--- src/rtl/tx_fifo_uart.sv ---
// tx_fifo_uart: byte FIFO feeding an 8N1 UART transmitter (even parity bit added when TX_PARITY_EN is defined)
`timescale 1ns/1ps
module tx_fifo_uart #(
    parameter int BAUD_RATE = 9600,
    parameter int CLOCK     = 50000000,
    parameter int ADDR_W    = 4
) (
    input  logic       clk,
    input  logic       rst_n,
    input  logic [7:0] w_data,
    input  logic       wr,
    output logic       tx_full,
    output logic       o_tx,
    output logic       tx_busy
);
    localparam int DIV_RAW = CLOCK / (BAUD_RATE * 16);
    localparam int DIV     = (DIV_RAW < 1) ? 1 : DIV_RAW;
    localparam int DW      = (DIV > 1) ? $clog2(DIV) : 1;
    localparam int DEPTH   = 1 << ADDR_W;

    typedef enum logic [2:0] {
        IDLE,
        START,
        DATA,
`ifdef TX_PARITY_EN
        PARITY,
`endif
        STOP
    } state_e;

    state_e            state_q, state_d;
    logic [7:0]        mem [DEPTH];
    logic [ADDR_W-1:0] wp_q, rp_q;
    logic [ADDR_W:0]   cnt_q;
    logic [DW-1:0]     div_q, div_d;
    logic [3:0]        tick_q, tick_d;
    logic [2:0]        bit_q, bit_d;
    logic [7:0]        sh_q, sh_d;
    logic              tx_q, tx_d;
`ifdef TX_PARITY_EN
    logic              par_q, par_d;
`endif
    logic              push, pop, tick, bit_end;

    assign tx_full = cnt_q == (ADDR_W+1)'(DEPTH);
    assign push    = wr && !tx_full;
    assign pop     = (state_q == IDLE) && (cnt_q != '0);
    assign tx_busy = (state_q != IDLE) || (cnt_q != '0);
    assign tick    = div_q == DW'(DIV - 1);
    assign bit_end = tick && (tick_q == 4'd15);
    assign o_tx    = tx_q;

    // FIFO storage; contents are don't-care until written, so no reset
    always_ff @(posedge clk) begin
        if (push) mem[wp_q] <= w_data;
    end

    // pointers, occupancy and transmitter state
    always_ff @(posedge clk or negedge rst_n) begin
        if (!rst_n) begin
            state_q <= IDLE;
            wp_q    <= '0;
            rp_q    <= '0;
            cnt_q   <= '0;
            div_q   <= '0;
            tick_q  <= '0;
            bit_q   <= '0;
            sh_q    <= '0;
            tx_q    <= 1'b1;
`ifdef TX_PARITY_EN
            par_q   <= 1'b0;
`endif
        end else begin
            state_q <= state_d;
            wp_q    <= wp_q + ADDR_W'(push);
            rp_q    <= rp_q + ADDR_W'(pop);
            cnt_q   <= cnt_q + (ADDR_W+1)'(push) - (ADDR_W+1)'(pop);
            div_q   <= div_d;
            tick_q  <= tick_d;
            bit_q   <= bit_d;
            sh_q    <= sh_d;
            tx_q    <= tx_d;
`ifdef TX_PARITY_EN
            par_q   <= par_d;
`endif
        end
    end

    // next state: pop on IDLE, advance one frame bit per 16 oversample ticks; line lags state by one clock
    always_comb begin
        state_d = state_q;
        div_d   = tick ? '0 : div_q + 1'b1;
        tick_d  = tick_q + 4'(tick);
        bit_d   = bit_q;
        sh_d    = sh_q;
`ifdef TX_PARITY_EN
        par_d   = par_q;
`endif
        tx_d    = (state_q == START) ? 1'b0 :
                  (state_q == DATA)  ? sh_q[0] :
`ifdef TX_PARITY_EN
                  (state_q == PARITY) ? par_q :
`endif
                  1'b1;
        if (pop) begin
            state_d = START;
            sh_d    = mem[rp_q];
            div_d   = '0;
            tick_d  = '0;
            bit_d   = '0;
`ifdef TX_PARITY_EN
            par_d   = ^mem[rp_q];
`endif
        end else if (bit_end) begin
            case (state_q)
                START:   state_d = DATA;
                DATA: begin
                    sh_d  = sh_q >> 1;
                    bit_d = bit_q + 1'b1;
`ifdef TX_PARITY_EN
                    state_d = (bit_q == 3'd7) ? PARITY : DATA;
`else
                    state_d = (bit_q == 3'd7) ? STOP : DATA;
`endif
                end
`ifdef TX_PARITY_EN
                PARITY:  state_d = STOP;
`endif
                STOP:    state_d = IDLE;
                default: state_d = IDLE;
            endcase
        end
    end
endmodule

--- config.mk ---
export PLATFORM = sky130hd
export DESIGN_NAME = tx_fifo_uart
export DESIGN_NICKNAME = d
export VERILOG_FILES = /design/src/rtl/tx_fifo_uart.sv
export SDC_FILE = /design/constraint.sdc
export NUM_CORES = 1
export LEC_CHECK = 0
export ABC_AREA = 1
export ABC_CLOCK_PERIOD_IN_PS = 2200
export CAP_MARGIN = 20
export CORE_MARGIN = 3
export CORE_UTILIZATION = 55
export CTS_CLUSTER_SIZE = 16
export DETAILED_ROUTE_END_ITERATION = 8
export DONT_BUFFER_PORTS = 1
export PLACE_DENSITY = 0.73
export SETUP_SLACK_MARGIN = 0.4
export SYNTH_ARGS = -nofsm -noshare
export SYNTH_HDL_FRONTEND = slang
export SYNTH_SLANG_ARGS = --single-unit
--- constraint.sdc ---
create_clock -name clk -period 2.2 [get_ports clk]
set_input_delay 0.22 -clock clk [delete_from_list [all_inputs] [get_ports clk]]
set_output_delay 0.22 -clock clk [all_outputs]
set_load 0.02 [all_outputs]
==> flow_summary.json <==
{
  "cts_inserted_buffers": 17,
  "dp_slack_ps": -49.54,
  "start_kind": "register",
  "hold_slack_ps": 252.4,
  "clkSinkCount": 168,
  "setup_tns_ps": 0,
  "port_buffers": 0,
  "startpoint": "cnt_q[3]$_DFF_PN0_",
  "fp.dieW_um": 122.5,
  "synthToLayoutAreaGrowth_pct": 15.41,
  "synth_cells": 730,
  "vias": 5015,
  "grt_max_degree": 68,
  "synthesis.area_um2": 7463,
  "layout_commonest_cell": "nand2_1",
  "grt_pass1_vias": 4980,
  "relSlewSlack_pct": 49.98,
  "finClkSkew_ps": 7.562,
  "synth_warnings": 0,
  "cp.arrival_ps": 2470,
  "peakVddDrop_uv": 781.0,
  "overflow": 0,
  "syn_avg_cell_area_um2": 10.22,
  "clock_path_buffers": 2,
  "place_congestion": 0.8419,
  "grt_usage_pct": 22.78,
  "synth_seq_cells": 168,
  "rr_startpoint": "cnt_q[3]$_DFF_PN0_",
  "final-max-slew-violation-count": 0,
  "cts_tree": "done",
  "fmax_ghz": 0.4728,
  "final_antenna_net_count": 0,
  "finalNetCount": 801,
  "num_antenna_cells": 0,
  "grt_pass1_wl_mm": 25.13,
  "placed_cell_area_um2": 7790,
  "critPathCaptureType": "register",
  "clk_pin_slew_ps": 60,
  "rsz0062_at_grt": "true",
  "layout_common_cells": "nand2_1, edfxtp_1, nand3_1",
  "min_period_ps": 2115,
  "outcome": "finished clean",
  "drt-wirelength-per-cell_um": 16.64,
  "ios": 14,
  "hold_path.class": "input port to async pin",
  "synthDistinctLibCells": 32,
  "coreArea_um2": 12930,
  "die-height_um": 122.5,
  "cp.required_ps": 2550,
  "fin_crit_sh_pct": 96.13,
  "synth_top_area_share_pct": 51.50,
  "nFillCells": 996,
  "synth_fp_nets": 761,
  "htree_levels": 4,
  "dr.pass1.iters": 5,
  "cap_violations": 0,
  "worstMarginPinSlew_ps": 747.9,
  "synth-main-ff-cell": "edfxtp_1",
  "synth_edf_count": 128,
  "power_density_nw_per_um2": 892.9,
  "dieArea_um2": 15000,
  "clockRootBuffer": "clkbuf_16",
  "p_leak_nw": 3.670,
  "initial_core_util_pct": 57.73,
  "rows": 41,
  "antenna_found_initial": 0,
  "wirelength_mm": 15.88,
  "reg2reg_depth": 14,
  "hpwl_mm": 9.881,
  "setup_viol": 0,
  "drtIter0Drc": 397,
  "ys_seq_area_share_pct": 64.93,
  "ys_async_sr_fraction_pct": 23.81,
  "synth_top_area_cell": "edfxtp_1",
  "setup_slack_ps": 85.10,
  "fin_area_um2": 8613,
  "critPathMaxFanout": 3,
  "synthTopCellsByArea": "edfxtp_1, dfrtp_1, nand2_1",
  "clk_latency_ps": 440,
  "viasPerCell": 5.257,
  "drive_gt1_share_pct": 13.30,
  "path_class": "register to register",
  "finalHoldViolCount": 0,
  "drc": 0
}
==> final timing paths <==
check                                       to  slack, ps
setup / recovery            cnt_q[4]$_DFF_PN0_         90
hold / removal             sh_q[6]$_DFFE_PN0P_        250
setup reg to reg            cnt_q[4]$_DFF_PN0_         90
hold reg to reg            sh_q[3]$_DFFE_PN0P_        480
max in group asynchronous       o_tx$_DFF_PN1_       1690
min in group clk            cnt_q[0]$_DFF_PN0_        320
==> cell families (layout without fill, tap and decap cells) <==
group / after synthesis / count (layout) / share of synthesized area (%)
AOI/OAI and AO/OA: 21 / 21 / 1.509
buffers and inverters: 121 / 172 / 6.790
adders and majority gates: 20 / 20 / 3.454
and+or+nand+nor: 386 / 387 / 21.68
xor gates and xnor gates: 14 / 14 / 1.643
DFF: 168 / 168 / 64.93
==> state kept, by name, summed over array words and instances (netlist names) <==
name / count
wp_q: 4
o_tx: 1
mem: 128
rp_q: 4
div_q: 9
bit_q: 3
tick_q: 4
state_q: 2
cnt_q: 5
sh_q: 8
==> per-stage QoR <==
step / utilization [%] / cells / total power [mW]
after global routing: 66.63 / 954 / 7.988
final: 66.63 / 954 / 7.690
after detailed placement: 60.26 / 902 / 4.854
after global placement: 60.26 / 902 / 4.776
after CTS: 65.61 / 946 / 7.662
after floorplan: - / 730 / 4.570
==> critical path, stage by stage (launching register included) <==
cell and delay [ps]:
dfrtp_1 400, inv_2 90, ha_4 140, nand3_4 80, nor2_4 100, inv_2 50
nand2_4 60, inv_4 40, ha_4 210, inv_4 50, ha_4 130, inv_2 30
fa_2 350, o21ai_2 130, xor2_1 170
==> synth_stat cells, types with 2 or more instances <==
cell type / n
xor2_1: 9
ha_1: 19
xnor2_1: 5
clkbuf_1: 6
inv_1: 88
buf_4: 3
inv_2: 5
edfxtp_1: 128
nor2_2: 6
o21ai_1: 4
nand3_1: 91
nand2_1: 231
buf_2: 15
nand2_2: 2
dfrtp_1: 39
nor3_2: 2
buf_6: 3
o21ai_0: 7
nor2_1: 48
o211ai_1: 2
a21oi_1: 6
==> final cells by class <==
type                            count  area (µm²)  area share [%]
Multi-Input combinational cell    442        2233           25.93
Tap cell                          172       215.2           2.499
Clock buffer                       17       425.4           4.939
Inverter                           94       362.8           4.213
Timing Repair Buffer               47       429.2           4.983
Sequential cell                   168        4847           56.28
Clock inverter                     14       100.1           1.162
==> per-layer routing <==
metal  vias to the layer above  track usage, %  share of wire (%)
met4                         0           8.747                1.4
met3                        16           5.899                6.3
met5                         -               0                  0
met1                      2396           27.65                 41
met2                       151           39.16                 51
li1                       2452               -                  -
==> power by group <==
group | leakage, nW | internal [mW] | switching (mW)
Clock | 0.249 | 1.44 | 1.23
Sequential | 1.65 | 3.77 | 0.149
Combinational | 1.77 | 0.427 | 0.678
Total | 3.67 | 5.63 | 2.06
==> what timing repair did <==
action                     CTS  global route
cloned                       0             1
pin swaps                    2             2
setup buffers                3             7
hold buffers                10             0
hold endpoints to repair   168             0
setup endpoints to repair  149           150
resized for setup            9            18
Note: power is estimated with default switching activity, not from simulation.
